**config.mk**
```make
export PLATFORM = sky130hd
export DESIGN_NAME = axi_burst_read_master
export DESIGN_NICKNAME = d
export VERILOG_FILES = /design/src/rtl/axi_burst_read_master.sv
export SDC_FILE = /design/constraint.sdc
export NUM_CORES = 1
export LEC_CHECK = 0
export ABC_AREA = 0
export CAP_MARGIN = 40
export CORE_AREA = 3 3 65 113
export CTS_BUF_LIST = sky130_fd_sc_hd__clkbuf_2 sky130_fd_sc_hd__clkbuf_4 sky130_fd_sc_hd__clkbuf_8
export DETAILED_ROUTE_END_ITERATION = 6
export DIE_AREA = 0 0 68 116
export PLACE_DENSITY = 0.8
export SYNTH_ARGS = -nofsm -noshare
export SYNTH_HDL_FRONTEND = slang
export SYNTH_SLANG_ARGS = --single-unit
```
**constraint.sdc**
```tcl
create_clock -name aclk -period 2 [get_ports aclk]
set_clock_uncertainty 0.2 [all_clocks]
set_input_delay 0.2 -clock aclk [delete_from_list [all_inputs] [get_ports aclk]]
set_output_delay 0.2 -clock aclk [all_outputs]
set_load 0.03 [all_outputs]
```
**src/rtl/axi_burst_read_master.sv**
```systemverilog
// AXI4 single-burst read initiator: AR issue, R collection, registered output stage.
// Optional rlast framing check is compiled in with `define AXI_RLAST_CHECK_EN.
module axi_burst_read_master #(
    parameter int unsigned DATA_WIDTH    = 32,
    parameter int unsigned STROBE_WIDTH  = DATA_WIDTH / 8,
    parameter int unsigned ADDRESS_WIDTH = 8
) (
    input  logic                     aclk,
    input  logic                     aresetn,
    input  logic [ADDRESS_WIDTH-1:0] cmd_addr,
    input  logic [7:0]               cmd_len,
    input  logic                     cmd_valid,
    output logic                     cmd_ready,
    output logic [ADDRESS_WIDTH-1:0] araddr,
    output logic [7:0]               arlen,
    output logic [2:0]               arsize,
    output logic [1:0]               arburst,
    output logic                     arvalid,
    input  logic                     arready,
    input  logic [DATA_WIDTH-1:0]    rdata,
    input  logic [1:0]               rresp,
    input  logic                     rlast,
    input  logic                     rvalid,
    output logic                     rready,
    output logic [DATA_WIDTH-1:0]    out_data,
    output logic                     out_last,
    output logic                     out_valid,
    input  logic                     out_ready,
    output logic                     done,
    output logic                     err_resp,
    output logic                     err_last
);

    typedef enum logic [1:0] {
        ST_IDLE,
        ST_ADDR,
        ST_DATA
    } state_t;

    state_t                   state_q, state_d;
    logic [ADDRESS_WIDTH-1:0] araddr_q, araddr_d;
    logic [7:0]               arlen_q, arlen_d;
    logic [8:0]               beats_left_q, beats_left_d;
    logic [DATA_WIDTH-1:0]    out_data_q, out_data_d;
    logic                     out_valid_q, out_valid_d;
    logic                     out_last_q, out_last_d;
    logic                     done_q, done_d;
    logic                     err_resp_q, err_resp_d;
    logic                     err_last_q, err_last_d;
    logic                     r_hs;
    logic                     final_beat;
    logic                     rlast_mismatch;

    assign cmd_ready  = (state_q == ST_IDLE);
    assign arvalid    = (state_q == ST_ADDR);
    // Only accept a beat when the output register is free or being drained this cycle.
    assign rready     = (state_q == ST_DATA) && (!out_valid_q || out_ready);
    assign r_hs       = rvalid && rready;
    assign final_beat = (beats_left_q == 9'd1);

`ifdef AXI_RLAST_CHECK_EN
    assign rlast_mismatch = (rlast != final_beat);
`else
    logic rlast_unused;
    assign rlast_unused   = rlast;
    assign rlast_mismatch = 1'b0;
`endif

    always_comb begin
        state_d      = state_q;
        araddr_d     = araddr_q;
        arlen_d      = arlen_q;
        beats_left_d = beats_left_q;
        out_data_d   = out_data_q;
        out_valid_d  = out_valid_q;
        out_last_d   = out_last_q;
        done_d       = 1'b0;
        err_resp_d   = err_resp_q;
        err_last_d   = err_last_q;

        if (out_valid_q && out_ready) begin
            out_valid_d = 1'b0;
        end

        unique case (state_q)
            ST_IDLE: begin
                if (cmd_valid) begin
                    araddr_d     = cmd_addr;
                    arlen_d      = cmd_len;
                    beats_left_d = {1'b0, cmd_len} + 9'd1;
                    err_resp_d   = 1'b0;
                    err_last_d   = 1'b0;
                    state_d      = ST_ADDR;
                end
            end
            ST_ADDR: begin
                if (arready) begin
                    state_d = ST_DATA;
                end
            end
            ST_DATA: begin
                if (r_hs) begin
                    out_data_d   = rdata;
                    out_valid_d  = 1'b1;
                    out_last_d   = final_beat;
                    beats_left_d = beats_left_q - 9'd1;
                    if (rresp != 2'b00) begin
                        err_resp_d = 1'b1;
                    end
                    if (rlast_mismatch) begin
                        err_last_d = 1'b1;
                    end
                    if (final_beat) begin
                        done_d  = 1'b1;
                        state_d = ST_IDLE;
                    end
                end
            end
            default: state_d = ST_IDLE;
        endcase
    end

    always_ff @(posedge aclk or negedge aresetn) begin
        if (!aresetn) begin
            state_q      <= ST_IDLE;
            araddr_q     <= '0;
            arlen_q      <= '0;
            beats_left_q <= '0;
            out_data_q   <= '0;
            out_valid_q  <= 1'b0;
            out_last_q   <= 1'b0;
            done_q       <= 1'b0;
            err_resp_q   <= 1'b0;
            err_last_q   <= 1'b0;
        end else begin
            state_q      <= state_d;
            araddr_q     <= araddr_d;
            arlen_q      <= arlen_d;
            beats_left_q <= beats_left_d;
            out_data_q   <= out_data_d;
            out_valid_q  <= out_valid_d;
            out_last_q   <= out_last_d;
            done_q       <= done_d;
            err_resp_q   <= err_resp_d;
            err_last_q   <= err_last_d;
        end
    end

    assign araddr    = araddr_q;
    assign arlen     = arlen_q;
    assign arsize    = 3'($clog2(STROBE_WIDTH));
    assign arburst   = 2'b01;
    assign out_data  = out_data_q;
    assign out_last  = out_last_q;
    assign out_valid = out_valid_q;
    assign done      = done_q;
    assign err_resp  = err_resp_q;
    assign err_last  = err_last_q;

endmodule

```
* Word-level counts from Yosys, hierarchy flattened
Index checks and enable logic that the tools add are counted.
** Storage, ports and cells
- ROM bits :: 0
- Logic and storage cells :: 50
- Bits in registers :: 63
- Memories :: 0
- Input port bits :: 57
- Latch bits :: 0
- RAM bits :: 0
** Cells by class
- Divide/modulo/power cells :: 0
- Equal/unequal tests :: 8
- Add/subtract/negate cells :: 2
- Bitwise logic cells :: 0
- Shift-type cells :: 0
- Reductions and logical operators :: 13
- Order comparisons :: 0
- Multiplexer cells :: 18
- Multipliers :: 0
** Operator list (count)
- 2-to-1 mux 9 bit :: 2
- one-hot mux 9 bit (2 select lines) :: 1
- adder 8 x 1 -> 9 bit (second input constant) :: 1
- == test 9 x 1 -> 1 bit (second input constant) :: 1
- 2-to-1 mux 1 bit :: 9
- subtractor 9 x 1 -> 9 bit (second input constant) :: 1
- 2-to-1 mux 2 bit :: 4
- AND reduction 4 bit :: 2
- != test 2 bit (second input constant) :: 3
- one-hot mux 2 bit (3 select lines) :: 1
- != test 2 x 1 -> 1 bit (second input constant) :: 2
- AND reduction 2 bit :: 2
- nonzero test 2 bit :: 2
- logical AND 1 bit :: 3
- AND reduction 3 bit :: 1
- == test 2 x 1 -> 1 bit (second input constant) :: 1
- == test 2 bit (second input constant) :: 1
- logical NOT 2 bit :: 1
- one-hot mux 1 bit (2 select lines) :: 1
- logical NOT 1 bit :: 1
- logical OR 1 bit :: 1

* Depth between registers and ports, before layout
- Word-level depth :: 6
- Gate-level depth with buffers :: 8
- Mapped depth without buffers :: 6

* Worst setup path before layout
Ideal clock, no wire load.
- Kind :: register to register
- Start point :: reg state_q[1]
- End point :: reg beats_left_q[6]
- Data arrival time :: 1.483 ns
- Slack :: 0.177 ns
- Path buffers :: 2
- Cell stages (with the launch flop) :: 7
- Library setup time :: 0.140 ns
- Path through :: dfrtp_1 buf_6 nor2_1 nand2_1 buf_6 o311ai_0 o41ai_1
** RTL lines
- start: declaration :: line 40 : state_t state_q, state_d;
- start signal: assignment :: line 136 : state_q <= state_d;
- logical NOT 2 bit *
- named net cmd_ready :: line 13 : output logic cmd_ready,
- != test 2 bit (no line) or nonzero test 2 bit (tied branches)
- AND reduction 3 bit (no line)
- end signal: assignment :: line 139 : beats_left_q <= beats_left_d;
- end: declaration :: line 43 : logic [8:0] beats_left_q, beats_left_d;
The timed path passes the listed nets; every way through them passes the cells marked *.
A chain may end at the register's enable or synchronous reset.

* Worst setup path in the final report
- Start point :: reg beats_left_q[4]
- End point :: reg state_q[1]
** On the way
- Longest elaborated chain between the ends :: 3
** Ends and longest elaborated chain
- == test 9 x 1 -> 1 bit :: line 59 : assign final_beat = (beats_left_q == 9'd1);
- != test 2 bit (no line)
- AND reduction 4 bit (no line)
No other way between the ends.

==> flow_summary.yaml <==
synthesis:
  yosysTopAreaCellShare_pct: 55.29
  synth-async-reset-ratio_pct: 100.0
  synth.most_common_cell: "dfrtp_1"
  yosysTopAreaCell: "dfrtp_1"
  netlist_top_cells_count: "dfrtp_1 (63), nand2_1 (58), mux2_2 (32)"
  synth_edf_count: 0
  synth.cell_area_mm2: 0.002851
  synthFlopType: "dfrtp_1"
  synth.area.top_cells: "dfrtp_1 (55%), mux2_2 (13%), nand2_1 (7.6%)"
  synth_seq_cells: 63
  syn_avg_cell_area_um2: 11.10
  synthDistinctLibCells: 43
  synth_warnings: 0
  syn_inst: 257
  yosysSeqAreaShare_pct: 55.29
floorplanning:
  design.core.area_mm2: 0.006539
  rows: 39
  io_pins: 118
  die_h_um: 116
  dieArea_mm2: 0.007888
  die_width_um: 68
  start_util_pct: 43.61
sta:
  timing.hold.ws_ns: 0.1772
  timing.final.max_slew_violations: 0
  setup_viol: 0
  fmax_mhz: 533.3
  fin_crit_ns: 1.875
  tns_ns: 0
  fin_crit_sh_pct: 93.75
  final.setup.worst_slack_ns: 0.1250
  rsz0062_at_grt: "no"
  slew_headroom_pct: 63.35
  worstMarginPinSlew_ns: 0.5498
  hold_viol_final: 0
power_and_ir_drop:
  comb_power_share_pct: 53.5
  power.share.clock_pct: 15.1
  switching_share_pct: 41.17
  p_switching_mw: 2.976
  vdd_drop_max_v: 0.0008725
  power_mw: 7.229
  power.leakage_nw: 1.898
  p_int_mw: 4.253
  power.density_mw_per_mm2: 1690
  power_frac_seq_pct: 31.3
placement:
  dp.cells: 448
  dpl.hpwl_mm: 5.623
  port_buffers: 110
  place.gp.congestion: 0.8390
  pre_cts_slack_ns: 0.005539
clock_network:
  cts_setup_buffers: 0
  cts-root-buf: "clkbuf_8"
  clock_tree.buffer_depth: 2
  cts.clk_slew.worst_paths_ns: 0.06
  htree_levels: 3
  cts_tree: "yes"
  clock_sinks: 63
  cts_buffers: 9
  clk_latency_ns: 0.34
route:
  vias_per_cell: 5.136
  dr.pass1.iters: 4
  postRouteAntennaNets: 0
  drt_wl_total_mm: 7.383
  dr.first_iter.drc_count: 149
  via_count: 2378
  wl_per_cell_um: 15.95
  drc: 0
worst_setup_path:
  r2r-start: "beats_left_q[4]"
  crit_fanout: 6
  crit_slowest_cell: "dfrtp_1"
  cp_cell_sequence: "or3_4, nor4_1, and4bb_2, o21ai_0"
  crit_required_ns: 2.01
  crit_path_end_kind: "flop"
  crit_arrival_ns: 1.88
  cp-start-kind: "flop"
  cpPeakStageDelay_ns: 0.42
  crit_start: "beats_left_q[4]"
  criticalPathCategory: "flop to flop"
global_routing:
  first_global_vias: 2475
  grt_antenna_before_repair: 0
  grt_pass1_wl_mm: 11.72
  grt_overflow_total: 0
  grt_max_degree: 41
  grt_use_total_pct: 20.19
cells_and_area:
  area_growth_pct: 50.02
  instances_no_fill: 463
  diodes: 0
  fin_nets: 438
  drive_above_1_share_pct: 18.90
flow_run:
  drv_cap: 0
worst_hold_path:
  min_path_type: "input port to async pin"
outcome:
  status: "complete, no violations"
per-layer routing:
| metal | share of wire, % | vias up | track usage, % |
|---|---|---|---|
| met2 | 58 | 77 | 35.50 |
| li1 | - | 1108 | - |
| met1 | 34 | 1175 | 21.50 |
| met3 | 5.1 | 18 | 5.238 |
| met5 | 0 | - | 0 |
| met4 | 3.0 | 0 | 10.23 |
worst paths after layout:
path,slack [ns],depth (start not counted),end
setup / recovery,0.12,4,state_q[1]
hold / removal,0.18,2,out_data[27]
setup reg to reg,0.12,4,state_q[1]
hold reg to reg,0.27,2,arlen[2]
max in group asynchronous,0.81,3,out_data[14]
min in group aclk,0.18,3,araddr[2]
logic make-up after synthesis:
family	Yosys count	share of synthesized area, %
mux	33	12.99
xor+xnor	4	1.229
other cells	2	0.2634
buf+inv	23	5.485
simple gates	100	16.15
compound gates	29	7.284
fa+ha+maj	3	1.317
flops	63	55.29
what timing repair did:
item                                   4_1_cts  5_1_grt
setup endpoints to repair                    1        2
hold buffers                                 1        0
resized for setup                            1        2
endpoints found under the hold margin       23        0
area by class of cell:
type / instances / area [um^2]
tap: 82 / 102.6
fill: 537 / 2261
clock buffer: 13 / 160.2
sequential: 63 / 1577
timing repair buffer: 125 / 1242
clock inverter: 1 / 30.03
inverter: 4 / 15.01
multi-input combinational: 175 / 1151
sequential cells by signal, summed over array words and instances, names as in the netlist:
signal,cells
state_q,2
done,1
out_valid,1
err_resp,1
beats_left_q,9
araddr,8
arlen,8
out_last,1
out_data,32
worst max-delay path, delay by kind of cell, from the launching register on:
| kind | cells | cell delay (ns) |
|---|---|---|
| compound gates | 1 | 0.09 |
| simple gates | 3 | 1.03 |
| flops | 1 | 0.42 |
layout by cell type (no fill, tap or decap), types with 3 or more instances in the layout:
cell type,count
nand2_1,58
clkdlybuf4s50_1,106
nand3_1,3
o21ai_0,9
mux2_2,32
nor2_1,13
clkbuf_4,3
inv_1,4
nor4_1,5
buf_4,13
a31oi_1,3
nor3_1,4
clkbuf_8,10
a21oi_1,3
buf_12,3
conb_1,6
dfrtp_1,63
ha_1,3
nand2b_1,3
stage by stage:
stage	instance area, um^2	util [%]
floorplan	2867	-
global placement	4066	62.19
global route	4278	65.42
finish	4278	65.42
detailed placement	4066	62.19
CTS	4265	65.23
power groups by stage:
stage | Clock, mW | Combinational, mW | Sequential (mW)
2_1_floorplan | 0 | 1.30 | 3.24
3_3_place_gp | 0 | 3.81 | 2.24
3_5_place_dp | 0 | 3.87 | 2.29
4_1_cts | 1.13 | 3.89 | 2.27
5_1_grt | 1.18 | 4.13 | 2.34
6_report | 1.10 | 3.87 | 2.27
No activity file was read; power rests on OpenSTA's default activity.
